### config.mk
export PLATFORM = sky130hd
export DESIGN_NAME = intdiv_abs_seq
export DESIGN_NICKNAME = d
export VERILOG_FILES = /design/src/rtl/intdiv_abs_seq_pkg.sv /design/src/rtl/intdiv_abs.sv /design/src/rtl/intdiv_abs_seq.sv
export SDC_FILE = /design/constraint.sdc
export NUM_CORES = 1
export LEC_CHECK = 0
export ABC_AREA = 1
export CORE_ASPECT_RATIO = 1.1
export CORE_MARGIN = 2
export CORE_UTILIZATION = 54
export CTS_CLUSTER_SIZE = 8
export DETAILED_ROUTE_END_ITERATION = 7
export PLACE_DENSITY_LB_ADDON = 0.12
export SYNTH_ARGS = -nofsm -noshare
export SYNTH_HDL_FRONTEND = slang
export SYNTH_HIERARCHICAL = 1
export SYNTH_SLANG_ARGS = --single-unit
### constraint.sdc
create_clock -name clk -period 3.07 [get_ports clk]
set_input_delay 0.921 -clock clk [delete_from_list [all_inputs] [get_ports clk]]
set_output_delay 0.921 -clock clk [all_outputs]
set_load 0.02 [all_outputs]
### src/rtl/intdiv_abs_seq_pkg.sv
// Purpose: shared SD2 digit encodings and sequencer state codes for the abs/sign front end.
// Latency: n/a (constants, types and a helper function only).
// Backpressure: n/a.
package intdiv_abs_seq_pkg;

   // SD2 (p,n) digit encoding, value = p - n
   localparam logic [1:0] POS1      = 2'b10;
   localparam logic [1:0] NEG1      = 2'b01;
   localparam logic [1:0] ZERO_1    = 2'b00;
   localparam logic [1:0] ZERO_2    = 2'b11;
   // Value the cell drives when its inputs are meaningless (zero digit, no sign yet)
   localparam logic [1:0] DONTCARES = 2'b11;

   typedef enum logic [1:0] {
      IDLE = 2'd0,
      RUN  = 2'd1,
      DONE = 2'd2
   } seq_state_t;

   // True for either encoding of a zero digit
   function automatic logic sd2_is_zero(input logic [1:0] d);
      return d[1] == d[0];
   endfunction

endpackage

### src/rtl/intdiv_abs.sv
// Purpose: one-digit MSB-first absolute-value cell; first nonzero digit fixes the sign, later digits follow it.
// Latency: combinational.
// Backpressure: none; driven one digit per cycle by the sequencer.
module intdiv_abs
   import intdiv_abs_seq_pkg::*;
(
   input  logic       ps,
   input  logic       tr,
   input  logic [1:0] sign_in,
   output logic [1:0] res,
   output logic [1:0] sign_out
);

   logic [1:0] digit;

   assign digit = {ps, tr};

   // Positive sign passes digits through, negative sign swaps p/n, undecided sign takes the digit's sign.
   // Zero digit with undecided sign has no defined result; the caller bypasses that case.
   always_comb begin
      res      = DONTCARES;
      sign_out = DONTCARES;
      case (sign_in)
         POS1: begin
            res      = digit;
            sign_out = POS1;
         end
         NEG1: begin
            res      = {tr, ps};
            sign_out = NEG1;
         end
         default: begin
            if (!sd2_is_zero(digit)) begin
               res      = POS1;
               sign_out = digit;
            end
         end
      endcase
   end

endmodule

### src/rtl/intdiv_abs_seq.sv
// Purpose: digit-serial |x| and sign of a redundant (ps,tr) operand through a single intdiv_abs cell.
// Latency: out_valid rises exactly N cycles after the accepting edge; one operand per N+2 cycles at best.
// Backpressure: result held in DONE until out_ready; in_ready is low outside IDLE.
module intdiv_abs_seq
   import intdiv_abs_seq_pkg::*;
#(
   parameter int N = 8
)(
   input  logic           clk,
   input  logic           rst,
   input  logic           in_valid,
   output logic           in_ready,
   input  logic [N-1:0]   in_ps,
   input  logic [N-1:0]   in_tr,
   output logic           out_valid,
   input  logic           out_ready,
   output logic [2*N-1:0] out_mag,
   output logic [1:0]     out_sign,
   output logic           out_zero
);

   localparam int CNT_W = $clog2(N);
   localparam logic [CNT_W-1:0] IDX_TOP = CNT_W'(N - 1);

   seq_state_t       state_q;
   seq_state_t       state_d;
   logic [N-1:0]     ps_q;
   logic [N-1:0]     tr_q;
   logic [CNT_W-1:0] idx_q;
   logic [1:0]       sign_q;

   logic             cur_ps;
   logic             cur_tr;
   logic [1:0]       cell_res;
   logic [1:0]       cell_sign;
   logic             bypass;
   logic [1:0]       res_d;
   logic [1:0]       sign_d;
   logic             accept;
   logic             idx_last;

   assign cur_ps   = ps_q[idx_q];
   assign cur_tr   = tr_q[idx_q];
   assign idx_last = (idx_q == '0);
   assign accept   = (state_q == IDLE) && in_valid;

   intdiv_abs u_abs (
      .ps       (cur_ps),
      .tr       (cur_tr),
      .sign_in  (sign_q),
      .res      (cell_res),
      .sign_out (cell_sign)
   );

   // Leading zero digits never reach the cell; cell ZERO_2 results are folded to ZERO_1
   always_comb begin
      bypass = (sign_q == ZERO_1) && (cur_ps == cur_tr);
      res_d  = ZERO_1;
      sign_d = sign_q;
      if (!bypass) begin
         res_d  = (cell_res == ZERO_2) ? ZERO_1 : cell_res;
         sign_d = cell_sign;
      end
   end

   // State register
   always_ff @(posedge clk) begin
      if (rst) state_q <= IDLE;
      else     state_q <= state_d;
   end

   // Next-state and handshake outputs
   always_comb begin
      state_d   = state_q;
      in_ready  = 1'b0;
      out_valid = 1'b0;
      case (state_q)
         IDLE: begin
            in_ready = 1'b1;
            if (in_valid) state_d = RUN;
         end
         RUN: begin
            if (idx_last) state_d = DONE;
         end
         DONE: begin
            out_valid = 1'b1;
            if (out_ready) state_d = IDLE;
         end
         default: state_d = IDLE;
      endcase
   end

   // Operand capture, digit walk and result registers
   always_ff @(posedge clk) begin
      if (rst) begin
         ps_q     <= '0;
         tr_q     <= '0;
         idx_q    <= IDX_TOP;
         sign_q   <= ZERO_1;
         out_mag  <= '0;
         out_sign <= ZERO_1;
         out_zero <= 1'b0;
      end else begin
         if (accept) begin
            ps_q   <= in_ps;
            tr_q   <= in_tr;
            sign_q <= ZERO_1;
            idx_q  <= IDX_TOP;
         end
         if (state_q == RUN) begin
            for (int i = 0; i < N; i++) begin
               if (idx_q == CNT_W'(i)) out_mag[2*i +: 2] <= res_d;
            end
            sign_q <= sign_d;
            if (idx_last) begin
               out_sign <= sign_d;
               out_zero <= (sign_d == ZERO_1);
            end else begin
               idx_q <= idx_q - CNT_W'(1);
            end
         end
      end
   end

endmodule

; ---- Word-level counts from Yosys, hierarchy flattened
; Index checks and enable logic that the tools add are counted.
; W data, S select, Z words.
[op_classes]
n_eq_ne = 16
muxes = 22
n_addsub = 1
magnitude_cmp = 1
reduce_logical = 16
[ops]
columns = op, n
row1 = $mux W2, 9
row2 = $reduce_and A2 Y1, 8
row3 = $eq A3 B3 Y1 const B, 4
row4 = $mux W3, 3
row5 = $pmux W2 S2, 2
row6 = $bmux W1 S3, 2
row7 = $eq A2 B2 Y1 const B, 3
row8 = $eq A3 B2 Y1 const B, 2
row9 = $logic_not A2 Y1, 3
row10 = $ne A2 B2 Y1 const B, 3
row11 = $pmux W2 S3, 1
row12 = $mux W1, 5
row13 = $eq A2 B1 Y1 const B, 2
row14 = $lt A3 B4 Y1 const B, 1
row15 = $eq A3 B1 Y1 const B, 1
row16 = $logic_not A3 Y1, 1
row17 = $reduce_and A3 Y1, 1
row18 = $sub A3 B1 Y3 const B, 1
row19 = $logic_and A1 B1 Y1, 2
row20 = $reduce_bool A2 Y1, 1
row21 = $eq A1 B1 Y1, 1
[word_totals]
regBits = 42
output_inout_bits = 21
in_bits = 20
word_cells = 71

; ---- Depth between registers and ports, before layout
; Gate-level depths: netlist of the first run.
[logic_depth]
depth_word = 8
mapped_depth = 13

; ---- By module
; Netlist of the first run, hierarchy kept.
[modules_own_cells]
columns = module, instances, cells_per_inst, area_per_inst_um2, seq_area_each_um2
row1 = intdiv_abs_seq, 1, 241, 1828.0, 840.8
row2 = intdiv_abs, 1, 24, 146.4, 0.0

; ---- Worst setup path after synthesis of the first run
; OpenSTA, ideal clock, no wires.
[synth_path]
path_type = register to register
startpoint = register idx_q[0]
endpoint = register out_mag[11]
synth_period_minus_slack_ns = 1.761
stages_incl_launch_ff = 14
required_ns = 3.000
t_arrival_ns = 1.692
setup_ns = 0.070
setup_slack_ns = 1.309
cell_sequence = dfxtp_1 -> inv_2 -> nand2_1 -> nand3_1 -> nand2_1 -> nand2_1 -> nand2_1 -> inv_1 -> ha_1 -> nand2_1 -> nand2_1 -> nor2_1 -> nand2_2 -> a21oi_1
[synth_via]
elab_chain_cells = 8
[synth_rtl]
columns = item, line
row1 = "start, declared", intdiv_abs_seq.sv:29  ; logic [CNT_W-1:0] idx_q;
row2 = "start signal, assigned", intdiv_abs_seq.sv:119  ; idx_q <= idx_q - CNT_W'(1);
row3 = $bmux W1 S3 *, intdiv_abs_seq.sv:42  ; assign cur_ps = ps_q[idx_q];
row4 = $mux W1 (implied by the code) *, intdiv_abs_seq.sv:42
row5 = net cur_ps, intdiv_abs_seq.sv:32  ; logic cur_ps;
row6 = $eq A1 B1 Y1, intdiv_abs_seq_pkg.sv:22  ; return d[1] == d[0];
row7 = $mux W1, intdiv_abs.sv:33  ; if (!sd2_is_zero(digit)) begin
row8 = $pmux W2 S2 *, intdiv_abs.sv:23  ; case (sign_in)
row9 = net cell_res[0], intdiv_abs_seq.sv:34  ; logic [1:0] cell_res;
row10 = $eq A2 B2 Y1 *, intdiv_abs_seq.sv:61  ; res_d = (cell_res == ZERO_2) ? ZERO_1 : cell_res;
row11 = $mux W2 *, intdiv_abs_seq.sv:61
row12 = $mux W2 *, intdiv_abs_seq.sv:60  ; if (!bypass) begin
row13 = "end signal, assigned by index", intdiv_abs_seq.sv:112  ; if (idx_q == CNT_W'(i)) out_mag[2*i +: 2] <= res_d;
row14 = "end, declared", intdiv_abs_seq.sv:17  ; output logic [2*N-1:0] out_mag,
; The timed path passes the listed nets; every way through them passes the cells marked *. The select of a mux whose other input is x is not followed.
; A chain may end at the register's enable or synchronous reset.

; ---- Worst setup path after layout of the first run
[layout_path]
startpoint = register state_q[1]
endpoint = output port out_valid
[layout_via]
elab_chain_cells = 2
[layout_rtl]
columns = item, line
row1 = "start, declared", intdiv_abs_seq.sv:25  ; seq_state_t state_q;
row2 = "start signal, assigned", intdiv_abs_seq.sv:69  ; else state_q <= state_d;
row3 = $eq A2 B2 Y1, intdiv_abs_seq.sv:77  ; case (state_q)
row4 = $mux W1, intdiv_abs_seq.sv:77
row5 = "end, declared", intdiv_abs_seq.sv:15  ; output logic out_valid,
; Every way passes these cells.

==> results of run 1 <==
[cells by family (layout without fill, tap and decap cells)]
| logic type | count (synthesis) | count (layout) | share of synthesized area [%] |
|---|---|---|---|
| AO/OA/AOI/OAI | 80 | 80 | 20.79 |
| adder cells (fa/ha/maj) | 11 | 11 | 6.971 |
| buffers and inverters | 46 | 90 | 9.252 |
| flip-flops | 42 | 42 | 42.59 |
| AND/OR/NAND/NOR | 86 | 86 | 20.41 |
[power groups by stage]
stage          Clock (mW)  Combinational (mW)  Sequential (mW)
6_report            0.409               0.276            0.587
5_1_grt             0.442               0.311            0.591
4_1_cts             0.417               0.277            0.587
3_5_place_dp            0               0.274            0.600
3_3_place_gp            0               0.266            0.599
2_1_floorplan           0               0.187            0.604
[final timing paths]
path	start	depth (start not counted)	to	slack (ns)
max reg2reg	idx_q[1]	12	out_mag[13]	0.87
min	tr_q[3]	2	tr_q[3]	0.46
min reg2reg	tr_q[3]	2	tr_q[3]	0.46
max	state_q[1]	3	out_valid	0.68
[final cells by class]
type | count | area (um^2)
clock buffers | 8 | 110.1
fillers | 314 | 1031
repair buffers | 44 | 430.4
inverters | 38 | 142.6
well taps | 50 | 62.56
flip-flops and latches | 42 | 840.8
multi-input cells | 177 | 950.9
[stage by stage]
stage	std cells	hold WS, ns	power [mW]
2_1_floorplan	265	0.4289	0.7909
3_5_place_dp	351	0.4477	0.8746
5_1_grt	359	0.4746	1.344
3_3_place_gp	351	0.4391	0.8657
6_report	359	0.4560	1.272
4_1_cts	359	0.4592	1.282
[routing by layer]
layer  track usage, %  vias up  share of wire (%)
met5                0        -                  0
met4            10.64        0                2.1
met3            4.981        9                4.2
met2            37.76       35                 49
met1            25.80      800                 45
li1                 -      952                  -
[registers in the layout, summed over array words and instances (netlist names)]
signal / cells
ps_q: 8
out_mag: 16
out_zero: 1
sign_q: 2
out_sign: 2
state_q: 2
tr_q: 8
idx_q: 3
[Yosys cell counts]
cell        n  area share (%)
buf_2       1            0.25
dfxtp_1    42              43
nand4_1     1            0.32
clkbuf_1    5            0.95
a21oi_1    40              10
nor2_1     14             2.7
inv_1      36             6.8
o21ai_0    35             8.9
o21ai_1     2            0.51
nor2_4      1            0.57
o2111ai_1   1            0.44
nand3_1    17             4.3
a211o_1     1            0.44
nand2_2     5             1.6
buf_6       1            0.57
nand3_2     1            0.51
inv_2       2            0.38
ha_1       11             7.0
nand3_4     2             1.8
nand2_1    44             8.4
o211ai_1    1            0.38
clkbuf_2    1            0.25
nor2_2      1            0.32
[worst reg2reg max path, cell delays in order (launching register included)]
cell and delay [ns]:
dfxtp_1 0.39, inv_1 0.24, nand3_1 0.15, nand2_1 0.11
nand2_1 0.05, nand2_1 0.17, inv_1 0.08, ha_1 0.31
nand2_1 0.07, nand2_1 0.10, nor2_1 0.14, nand2_2 0.14
a21oi_1 0.17
==> impl_metrics.prom, run 1 <==
# TYPE chip_impl_metric gauge
chip_impl_info{name="status",value="complete, no violations"} 1
chip_impl_metric{name="average_cell_area_after_synthesis",unit="um^2"} 7.451
chip_impl_metric{name="worst-endpoint-required",unit="ns"} 2.15
chip_impl_metric{name="floorplan.initialDensity",unit="%"} 55.33
chip_impl_metric{name="report.final.slew_viol_count",unit=""} 0
chip_impl_info{name="final_cell_mix",value="nand2_1, dfxtp_1, a21oi_1, clkdlybuf4s50_1, inv_1"} 1
chip_impl_metric{name="fin_tns_setup",unit="ns"} 0
chip_impl_metric{name="min_period",unit="ns"} 2.390
chip_impl_info{name="startpoint_type",value="register"} 1
chip_impl_metric{name="final_net_count",unit=""} 339
chip_impl_metric{name="clock_insertion_delay_worst_skew",unit="ns"} 0.29
chip_impl_metric{name="cts-root-to-sink-buffers",unit=""} 2
chip_impl_metric{name="post_dp_cell_area",unit="um^2"} 2427
chip_impl_metric{name="power_share_of_the_sequential_group",unit="%"} 46.2
chip_impl_metric{name="power.internal",unit="mW"} 0.9042
chip_impl_metric{name="io_buffers",unit=""} 40
chip_impl_metric{name="die_area",unit="um^2"} 4157
chip_impl_metric{name="die_width",unit="um"} 61.66
chip_impl_metric{name="detail-route-antenna-nets",unit=""} 0
chip_impl_metric{name="combinational_fraction_of_design_power",unit="%"} 21.7
chip_impl_metric{name="worst-path-max-fanout",unit=""} 3
chip_impl_metric{name="cts_setup_buffers",unit=""} 0
chip_impl_metric{name="antenna_found_initial",unit=""} 0
chip_impl_metric{name="core-area",unit="um^2"} 3568
chip_impl_metric{name="critPathArrivalTime",unit="ns"} 1.47
chip_impl_metric{name="post_route_cells_drive_above_1_share",unit="%"} 7.767
chip_impl_metric{name="fin_worst_skew",unit="ns"} 0.002842
chip_impl_metric{name="num_vias",unit=""} 1796
chip_impl_metric{name="synthCells",unit=""} 265
chip_impl_metric{name="power.share.switching",unit="%"} 28.92
chip_impl_metric{name="max_cap_violations",unit=""} 0
chip_impl_metric{name="drtPass1Iterations",unit=""} 4
chip_impl_info{name="setup.worst_path.end_class",value="output pin"} 1
chip_impl_metric{name="die_height",unit="um"} 67.42
chip_impl_metric{name="synth_cell_type_count",unit=""} 23
chip_impl_metric{name="drc_errors",unit=""} 0
chip_impl_metric{name="io_pins",unit=""} 41
chip_impl_metric{name="post_drt_via_cell_ratio",unit=""} 5.003
chip_impl_metric{name="total_number_of_clock_tree_sinks",unit=""} 42
chip_impl_metric{name="synthesis.yosys.warnings",unit=""} 6
chip_impl_info{name="hold_path.class",value="register to register"} 1
chip_impl_metric{name="finalInstanceArea",unit="um^2"} 2537
chip_impl_metric{name="core.rowCount",unit=""} 23
chip_impl_metric{name="number_of_failing_hold_endpoints_at_the_final_stage",unit=""} 0
chip_impl_metric{name="register_area_share_after_synthesis",unit="%"} 42.59
chip_impl_info{name="grt_setup_unrepaired",value="no"} 1
chip_impl_metric{name="worst-slew-pin-transition",unit="ns"} 0.3933
chip_impl_metric{name="syn2layout_area_growth",unit="%"} 28.52
chip_impl_metric{name="peakVddDrop",unit="uV"} 331.7
chip_impl_metric{name="hpwlAfterDp",unit="um"} 3062
chip_impl_metric{name="path_buf_inv",unit=""} 2
chip_impl_metric{name="worst_path_setup_slack_after_routing",unit="ns"} 0.6798
chip_impl_info{name="cts_tree",value="built"} 1
chip_impl_metric{name="power-per-cell-area",unit="nW/um^2"} 501.4
chip_impl_info{name="timing.critical_path.cells",value="inv_1 -> nor2_1 -> clkdlybuf4s50_1"} 1
chip_impl_info{name="clk_root_buffer_cell",value="clkbuf_8"} 1
chip_impl_metric{name="clkTransAtPathRegs",unit="ns"} 0.08
chip_impl_metric{name="maxClockFrequency",unit="GHz"} 0.4184
chip_impl_metric{name="track_usage",unit="%"} 22.19
chip_impl_metric{name="finalSetupViolCount",unit=""} 0
chip_impl_metric{name="ys_seq_elements",unit=""} 42
chip_impl_metric{name="n_antenna_cell",unit=""} 0
chip_impl_metric{name="grt_pass1_wl",unit="um"} 6886
chip_impl_metric{name="netlist_area",unit="um^2"} 1974
chip_impl_metric{name="power.clock.fraction",unit="%"} 32.2
chip_impl_info{name="most_frequent_standard_cell_in_the_layout_excluding_fill_and_tap_cells",value="nand2_1"} 1
chip_impl_metric{name="synth.net_count",unit=""} 296
chip_impl_metric{name="largest_net_degree_at_the_start_of_global_routing",unit=""} 34
chip_impl_metric{name="globalRouteOverflowTotal",unit=""} 0
chip_impl_metric{name="total_switching_power",unit="mW"} 0.3680
chip_impl_metric{name="final_min_period_over_clock_period",unit="%"} 77.86
chip_impl_metric{name="first_global_vias",unit=""} 1628
chip_impl_metric{name="crit_path_max_incr_delay",unit="ns"} 0.62
chip_impl_metric{name="gp_congestion",unit=""} 0.7839
chip_impl_info{name="critical-path-top-delay-family",value="buffers and inverters"} 1
chip_impl_metric{name="cts_htree_levels",unit=""} 2
chip_impl_metric{name="cellLeakagePower",unit="nW"} 1.086
chip_impl_info{name="slowest_stage",value="clkdlybuf4s50_1"} 1
chip_impl_metric{name="wl_per_cell",unit="um"} 11.84
chip_impl_metric{name="finalCoreUtilization",unit="%"} 71.11
chip_impl_metric{name="cts.hold.buffers_added",unit=""} 0
chip_impl_metric{name="dpl_worst_slack",unit="ns"} 0.7267
chip_impl_metric{name="count_of_instances_resized_after_the_clock_tree_is_built",unit=""} 0
chip_impl_metric{name="relSlewSlack",unit="%"} 73.75
chip_impl_metric{name="detail_route.iter0.violations",unit=""} 90
chip_impl_info{name="critPathKind",value="register to output pin"} 1
chip_impl_metric{name="drt-total-wl",unit="um"} 4252
chip_impl_metric{name="number_of_buffers_inserted_during_clock_tree_synthesis",unit=""} 5
Power figures use the tool's default switching activity.
==> run 2, diff against run 1 <==
--- a/config.mk
+++ b/config.mk
@@ -8,7 +8,7 @@
 export ABC_AREA = 1
 export CORE_ASPECT_RATIO = 1.1
 export CORE_MARGIN = 2
-export CORE_UTILIZATION = 54
+export CORE_UTILIZATION = 45
 export CTS_CLUSTER_SIZE = 8
 export DETAILED_ROUTE_END_ITERATION = 7
 export PLACE_DENSITY_LB_ADDON = 0.12
==> constraint.sdc (replaced) <==
create_clock -name clk -period 2.1 [get_ports clk]
set_input_delay 0.63 -clock clk [delete_from_list [all_inputs] [get_ports clk]]
set_output_delay 0.63 -clock clk [all_outputs]
set_load 0.02 [all_outputs]
==> run 2 against run 1 <==
  * Sequential power grew 46%
  * Global-route usage shrank 3.6 points
  * Register-to-register slack lost 0.66 ns
  * Die area grew 19%
  * Utilization shrank 11 points
  * Clock power grew 30%
  * Sequential share of layout area shrank 0.32 points
  * Design area grew 0.99%
  * Hold slack lost 0.0029 ns
  * Cell count grew 1.7%
  * Via count shrank 1.7%
==> impl_metrics.prom, run 2 (synthesis gave the netlist of run 1 again) <==
# TYPE chip_impl_metric gauge
chip_impl_info{name="status",value="complete, no violations"} 1
chip_impl_metric{name="worst-endpoint-required",unit="ns"} 1.47
chip_impl_info{name="highest-signal-layer",value="met4"} 1
chip_impl_metric{name="relSlewSlack",unit="%"} 74.93
chip_impl_info{name="critical-path-top-delay-family",value="buffers and inverters"} 1
chip_impl_info{name="slowest_stage",value="clkdlybuf4s50_1"} 1
chip_impl_metric{name="core.rowCount",unit=""} 25
chip_impl_metric{name="reg2reg_setup_slack",unit="ns"} 0.21
chip_impl_metric{name="io_pins",unit=""} 41
chip_impl_metric{name="detailroute.wirelength.met2",unit="um"} 1888
chip_impl_metric{name="met3WireLength",unit="um"} 191
chip_impl_metric{name="post_drt_via_cell_ratio",unit=""} 4.836
chip_impl_metric{name="post_route_cells_drive_above_1_share",unit="%"} 9.968
chip_impl_metric{name="track_usage",unit="%"} 18.59
chip_impl_metric{name="number_of_buffers_inserted_during_clock_tree_synthesis",unit=""} 5
chip_impl_metric{name="register_area",unit="um^2"} 840.8
chip_impl_info{name="most_frequent_standard_cell_in_the_layout_excluding_fill_and_tap_cells",value="nand2_1"} 1
chip_impl_info{name="crit-reg2reg-capture",value="out_mag[5]"} 1
chip_impl_metric{name="critPathArrivalTime",unit="ns"} 1.41
chip_impl_metric{name="fin_tns_setup",unit="ns"} 0
chip_impl_info{name="timing.critical_path.cells",value="nor2_1 -> clkdlybuf4s50_1"} 1
chip_impl_metric{name="number_of_failing_hold_endpoints_at_the_final_stage",unit=""} 0
chip_impl_metric{name="antenna_found_initial",unit=""} 0
chip_impl_metric{name="clkTransAtPathRegs",unit="ns"} 0.08
chip_impl_info{name="hold_path.class",value="register to register"} 1
chip_impl_metric{name="detail_route.iter0.violations",unit=""} 97
chip_impl_metric{name="wire_length_on_met1",unit="um"} 1971
chip_impl_info{name="cts_tree",value="built"} 1
chip_impl_metric{name="filler_cell_count",unit=""} 437
chip_impl_metric{name="post-layout-total-power",unit="mW"} 1.805
chip_impl_metric{name="syn2layout_area_growth",unit="%"} 29.78
chip_impl_metric{name="globalRouteOverflowTotal",unit=""} 0
chip_impl_metric{name="cts_htree_levels",unit=""} 2
chip_impl_metric{name="drc_errors",unit=""} 0
chip_impl_metric{name="min_period",unit="ns"} 2.036
chip_impl_metric{name="hold_path_depth",unit=""} 2
chip_impl_metric{name="finalSetupViolCount",unit=""} 0
chip_impl_metric{name="max_cap_violations",unit=""} 0
chip_impl_metric{name="cts-root-to-sink-buffers",unit=""} 2
chip_impl_metric{name="detail-route-antenna-nets",unit=""} 0
chip_impl_metric{name="floorplan.initialDensity",unit="%"} 46.41
chip_impl_metric{name="clock_insertion_delay_worst_skew",unit="ns"} 0.29
chip_impl_metric{name="total_number_of_clock_tree_sinks",unit=""} 42
chip_impl_metric{name="path_buf_inv",unit=""} 1
chip_impl_metric{name="worst-slew-pin-transition",unit="ns"} 0.3757
chip_impl_metric{name="peakVddDrop",unit="uV"} 425.5
chip_impl_metric{name="die_height",unit="um"} 73.47
chip_impl_metric{name="cts.hold.buffers_added",unit=""} 0
chip_impl_metric{name="die_width",unit="um"} 67.16
chip_impl_info{name="startpoint_of_the_tightest_hold_check_path",value="ps_q[4]"} 1
chip_impl_metric{name="final_net_count",unit=""} 341
chip_impl_metric{name="drt-total-wl",unit="um"} 4119
chip_impl_metric{name="final_min_period_over_clock_period",unit="%"} 96.96
chip_impl_info{name="regMostFlops",value="out_mag"} 1
chip_impl_metric{name="multi_input_comb_area",unit="um^2"} 975.9
chip_impl_metric{name="n_antenna_cell",unit=""} 0
chip_impl_metric{name="first_global_vias",unit=""} 1655
chip_impl_metric{name="die_area",unit="um^2"} 4934
chip_impl_metric{name="largest_net_degree_at_the_start_of_global_routing",unit=""} 33
chip_impl_metric{name="cellLeakagePower",unit="nW"} 1.095
chip_impl_metric{name="fin_worst_skew",unit="ns"} 0.006480
chip_impl_metric{name="cts_setup_buffers",unit=""} 0
chip_impl_metric{name="crit_path_max_incr_delay",unit="ns"} 0.62
chip_impl_info{name="hold_end",value="ps_q[4]"} 1
chip_impl_metric{name="grt_pass1_wl",unit="um"} 7107
chip_impl_info{name="setup.worst_path.end_class",value="output pin"} 1
chip_impl_info{name="final_cell_mix",value="nand2_1, dfxtp_1, clkdlybuf4s50_1"} 1
chip_impl_info{name="grt_setup_unrepaired",value="no"} 1
chip_impl_metric{name="worst-path-max-fanout",unit=""} 3
chip_impl_info{name="clk_root_buffer_cell",value="clkbuf_8"} 1
chip_impl_info{name="crit-reg2reg-launch",value="idx_q[1]"} 1
chip_impl_metric{name="wl_per_cell",unit="um"} 11.28
chip_impl_info{name="layout_top_registers",value="out_mag: 16 flops, ps_q: 8 flops, tr_q: 8 flops"} 1
chip_impl_metric{name="timing.reg2reg.worst_path_depth",unit=""} 11
chip_impl_info{name="startpoint_type",value="register"} 1
chip_impl_metric{name="hpwlAfterDp",unit="um"} 2897
chip_impl_metric{name="gp_congestion",unit=""} 0.7558
chip_impl_metric{name="io_buffers",unit=""} 40
chip_impl_metric{name="report.final.slew_viol_count",unit=""} 0
chip_impl_metric{name="maxClockFrequency",unit="GHz"} 0.4911
chip_impl_metric{name="largest_register_ff_count",unit=""} 16
chip_impl_metric{name="core-area",unit="um^2"} 4254
chip_impl_info{name="critPathKind",value="register to output pin"} 1
chip_impl_metric{name="power-per-cell-area",unit="nW/um^2"} 704.3
chip_impl_metric{name="num_vias",unit=""} 1765
chip_impl_metric{name="drtPass1Iterations",unit=""} 4
run 2: changes by cell type in the layout (fill, tap and decap cells not counted), sizes merged:
| cell | change |
|---|---|
| buf | +2 |
| clkbuf | -1 |
| clkdlybuf4s50 | -1 |
| clkinv | +1 |
| dlygate4sd2 | +1 |
run 2: where the power goes:
part           total, mW  switching (mW)  internal [mW]  leakage, nW
Clock              0.530           0.265          0.265       0.0482
Sequential         0.859          0.0207          0.838        0.343
Combinational      0.417           0.258          0.159        0.704
run 2: what timing repair did:
action | CTS | global route
gates resized for setup | 1 | 7
pin swaps | 0 | 3
setup endpoints to repair | 1 | 8
gates cloned | 0 | 0
run 2: how the worst max path moves through the flow:
| stage | startpoint | end | slack, ns | cells past startpoint |
|---|---|---|---|---|
| 2_1_floorplan | idx_q[0] | out_mag[11] | 0.34 | 13 |
| 3_3_place_gp | in_valid | ps_q[4] | 0.22 | 5 |
| 3_5_place_dp | idx_q[1] | out_mag[5] | 0.17 | 12 |
| 4_1_cts | state_q[1] | in_ready | 0.05 | 2 |
| 5_1_grt | idx_q[0] | out_mag[11] | 0.001 | 13 |
| 6_report | state_q[1] | in_ready | 0.06 | 2 |
run 2: layout make-up:
cell class                 instances  share of cell area (%)
clock buffer                       7                   3.369
clock inverter                     1                  0.1953
inverter                          38                   5.566
multi-input combinational        177                   38.09
sequential                        42                   32.81
tap                               54                   2.637
timing repair buffer              46                   17.33
run 2: per-stage QoR:
stage	hold WS [ns]	worst slack, ns	area [um^2]	util (%)	instances
floorplan	0.4289	0.3386	1974	-	265
global placement	0.4432	0.2216	2447	57.53	357
detailed placement	0.4450	0.1747	2447	57.53	357
CTS	0.4560	0.05048	2537	59.65	365
global route	0.4676	0.0009510	2562	60.24	365
finish	0.4530	0.06377	2562	60.24	365
run 2: worst register-to-register path, cell delays in order (launching register included):
cell	delay, ns
dfxtp_1	0.48
inv_1	0.15
nand3_1	0.14
nand2_1	0.06
nand2_1	0.07
nand2_2	0.10
ha_1	0.28
nand2_1	0.06
nand2_1	0.10
nor2_2	0.14
nand2_4	0.11
a21oi_1	0.14
run 2: per-layer routing:
| layer | vias to the layer above | global-route usage [%] |
|---|---|---|
| met3 | 6 | 4.747 |
| met2 | 28 | 29.92 |
| li1 | 951 | - |
| met1 | 780 | 23.94 |
| met4 | 0 | 6.803 |
| met5 | - | 0 |
==> run 3, diff against run 2 <==
--- a/config.mk
+++ b/config.mk
@@ -12,6 +12,8 @@
 export CTS_CLUSTER_SIZE = 8
 export DETAILED_ROUTE_END_ITERATION = 7
 export PLACE_DENSITY_LB_ADDON = 0.12
+export SETUP_SLACK_MARGIN = 0.05
+export SLEW_MARGIN = 0
 export SYNTH_ARGS = -nofsm -noshare
 export SYNTH_HDL_FRONTEND = slang
 export SYNTH_HIERARCHICAL = 1
==> run 3 against run 2 <==
  * Via count rose by 0.28%
  * Sequential share of layout area fell by 0.24 points
  * Fmax rose by 7.5%
  * Clock power barely moved
  * Worst setup slack improved by 0.14 ns
  * Hold slack barely moved
  * Clock skew fell by 0.0027 ns
  * Register-to-register slack improved by 0.08 ns
  * Critical path type unchanged
  * Highest routed layer unchanged
==> impl_metrics.prom, run 3 (synthesis gave the netlist of run 1 again) <==
# TYPE chip_impl_metric gauge
chip_impl_metric{name="largest_net_degree_at_the_start_of_global_routing",unit=""} 33
chip_impl_info{name="critPathKind",value="register to output pin"} 1
chip_impl_info{name="critical-path-top-delay-family",value="buffers and inverters"} 1
chip_impl_metric{name="post_drt_via_cell_ratio",unit=""} 4.823
chip_impl_metric{name="die_height",unit="um"} 73.47
chip_impl_info{name="slowest_stage",value="clkdlybuf4s50_1"} 1
chip_impl_info{name="crit_path_start",value="out_mag[2]"} 1
chip_impl_info{name="cts_tree",value="built"} 1
chip_impl_metric{name="num_vias",unit=""} 1770
chip_impl_metric{name="fin_hold_ws",unit="ns"} 0.4535
chip_impl_info{name="setup.worst_path.end_class",value="output pin"} 1
chip_impl_metric{name="relSlewSlack",unit="%"} 74.94
chip_impl_info{name="clk_root_buffer_cell",value="clkbuf_8"} 1
chip_impl_metric{name="finalSetupViolCount",unit=""} 0
chip_impl_metric{name="n_antenna_cell",unit=""} 0
chip_impl_info{name="regMostFlops",value="out_mag"} 1
chip_impl_metric{name="die_width",unit="um"} 67.16
chip_impl_info{name="final_cell_mix",value="nand2_1, dfxtp_1, clkdlybuf4s50_1"} 1
chip_impl_metric{name="fin_worst_skew",unit="ns"} 0.003763
chip_impl_metric{name="cellLeakagePower",unit="nW"} 1.111
chip_impl_metric{name="io_buffers",unit=""} 40
chip_impl_metric{name="detail-route-antenna-nets",unit=""} 0
chip_impl_metric{name="total_number_of_clock_tree_sinks",unit=""} 42
chip_impl_metric{name="worst-path-max-fanout",unit=""} 2
chip_impl_metric{name="drc_errors",unit=""} 0
chip_impl_metric{name="antenna_found_initial",unit=""} 0
chip_impl_metric{name="maxClockFrequency",unit="GHz"} 0.5278
chip_impl_metric{name="place_inst",unit=""} 357
chip_impl_metric{name="finalInstanceArea",unit="um^2"} 2585
chip_impl_metric{name="reg2reg_setup_slack",unit="ns"} 0.29
chip_impl_info{name="grt_most_used_layer",value="met2"} 1
chip_impl_metric{name="path_buf_inv",unit=""} 1
chip_impl_info{name="grt_setup_unrepaired",value="no"} 1
chip_impl_metric{name="wl_per_cell",unit="um"} 11.34
chip_impl_metric{name="die_area",unit="um^2"} 4934
chip_impl_metric{name="cts-root-to-sink-buffers",unit=""} 2
chip_impl_metric{name="largest_register_ff_count",unit=""} 16
chip_impl_metric{name="grt_pass1_wl",unit="um"} 7107
chip_impl_metric{name="floorplan.initialDensity",unit="%"} 46.41
chip_impl_metric{name="power-per-cell-area",unit="nW/um^2"} 703.9
chip_impl_metric{name="syn2layout_area_growth",unit="%"} 30.93
chip_impl_metric{name="gr-usage-met1",unit="%"} 23.94
chip_impl_metric{name="min_period",unit="ns"} 1.895
chip_impl_metric{name="stdcell_count",unit=""} 367
chip_impl_metric{name="core-area",unit="um^2"} 4254
chip_impl_metric{name="crit_path_max_incr_delay",unit="ns"} 0.61
chip_impl_metric{name="core.rowCount",unit=""} 25
chip_impl_metric{name="peakVddDrop",unit="uV"} 425.7
chip_impl_info{name="startpoint_type",value="register"} 1
chip_impl_metric{name="clock_insertion_delay_worst_skew",unit="ns"} 0.29
chip_impl_metric{name="clkTransAtPathRegs",unit="ns"} 0.08
chip_impl_info{name="status",value="complete, no violations"} 1
chip_impl_metric{name="global_route.usage.met3",unit="%"} 4.747
chip_impl_metric{name="max_cap_violations",unit=""} 0
chip_impl_metric{name="critical_path_depth",unit=""} 1
chip_impl_metric{name="drt-total-wl",unit="um"} 4161
chip_impl_metric{name="worst-endpoint-required",unit="ns"} 1.47
chip_impl_metric{name="post-layout-total-power",unit="mW"} 1.819
chip_impl_metric{name="fin_tns_setup",unit="ns"} 0
chip_impl_metric{name="final_net_count",unit=""} 343
chip_impl_info{name="hold_path.class",value="register to register"} 1
chip_impl_metric{name="track_usage",unit="%"} 18.59
chip_impl_metric{name="number_of_failing_hold_endpoints_at_the_final_stage",unit=""} 0
chip_impl_metric{name="cts.hold.buffers_added",unit=""} 0
chip_impl_metric{name="globalRouteMet2Util",unit="%"} 29.92
chip_impl_metric{name="report.final.slew_viol_count",unit=""} 0
chip_impl_info{name="timing.critical_path.cells",value="clkdlybuf4s50_1"} 1
chip_impl_metric{name="gp_congestion",unit=""} 0.7558
chip_impl_metric{name="io_pins",unit=""} 41
chip_impl_metric{name="critPathArrivalTime",unit="ns"} 1.26
chip_impl_metric{name="worst-slew-pin-transition",unit="ns"} 0.3755
chip_impl_metric{name="post_dp_cell_area",unit="um^2"} 2447
chip_impl_info{name="crit-reg2reg-capture",value="out_mag[5]"} 1
chip_impl_metric{name="hpwlAfterDp",unit="um"} 2897
chip_impl_metric{name="final_min_period_over_clock_period",unit="%"} 90.23
chip_impl_metric{name="number_of_buffers_inserted_during_clock_tree_synthesis",unit=""} 5
chip_impl_info{name="most_frequent_standard_cell_in_the_layout_excluding_fill_and_tap_cells",value="nand2_1"} 1
chip_impl_metric{name="timing.reg2reg.worst_path_depth",unit=""} 13
chip_impl_metric{name="post_route_cells_drive_above_1_share",unit="%"} 10.86
chip_impl_info{name="crit-reg2reg-launch",value="idx_q[0]"} 1
chip_impl_metric{name="cts_htree_levels",unit=""} 2
chip_impl_metric{name="detail_route.iter0.violations",unit=""} 92
chip_impl_info{name="layout_top_registers",value="out_mag: 16 flops, ps_q: 8 flops, tr_q: 8 flops"} 1
chip_impl_metric{name="globalRouteOverflowTotal",unit=""} 0
chip_impl_metric{name="first_global_vias",unit=""} 1655
chip_impl_metric{name="drtPass1Iterations",unit=""} 4
chip_impl_info{name="cp-endpoint",value="out_mag[2]"} 1
run 3: final cells by class:
cell class / count / area [um^2]
multi-input cells: 177 / 975.9
fillers: 433 / 1669
clock inverters: 1 / 5.005
clock buffers: 7 / 86.33
repair buffers: 48 / 465.4
well taps: 54 / 67.56
flip-flops and latches: 42 / 842.1
inverters: 38 / 142.6
run 3: layer usage:
metal / vias up / wire length (um)
met5: - / 0
met4: 0 / 68
met3: 6 / 197
met2: 29 / 1911
met1: 779 / 1984
li1: 956 / -
run 3: worst min-delay path by stage:
stage,startpoint,endpoint,slack [ns],cells past startpoint
floorplan,ps_q[0],ps_q[0],0.43,2
global placement,ps_q[4],ps_q[4],0.44,2
detailed placement,ps_q[4],ps_q[4],0.45,2
CTS,ps_q[4],ps_q[4],0.46,2
global route,ps_q[4],ps_q[4],0.47,2
finish,ps_q[4],ps_q[4],0.45,2
run 3: power breakdown:
group          switching [mW]  internal (mW)  total [mW]
logic                   0.260          0.168       0.428
registers              0.0211          0.838       0.859
clock network           0.267          0.265       0.533
run 3: per-stage QoR:
stage	util, %	worst slack [ns]
after floorplan	-	0.3386
after global placement	57.53	0.2216
after detailed placement	57.53	0.1747
after CTS	59.65	0.05048
after global routing	60.76	0.05221
final	60.76	0.2052
run 3: what timing repair did:
action,CTS,global route
gates resized for setup,1,10
setup buffers,0,2
pin swaps,0,3
endpoints found under the setup margin,1,11
gates cloned,0,0
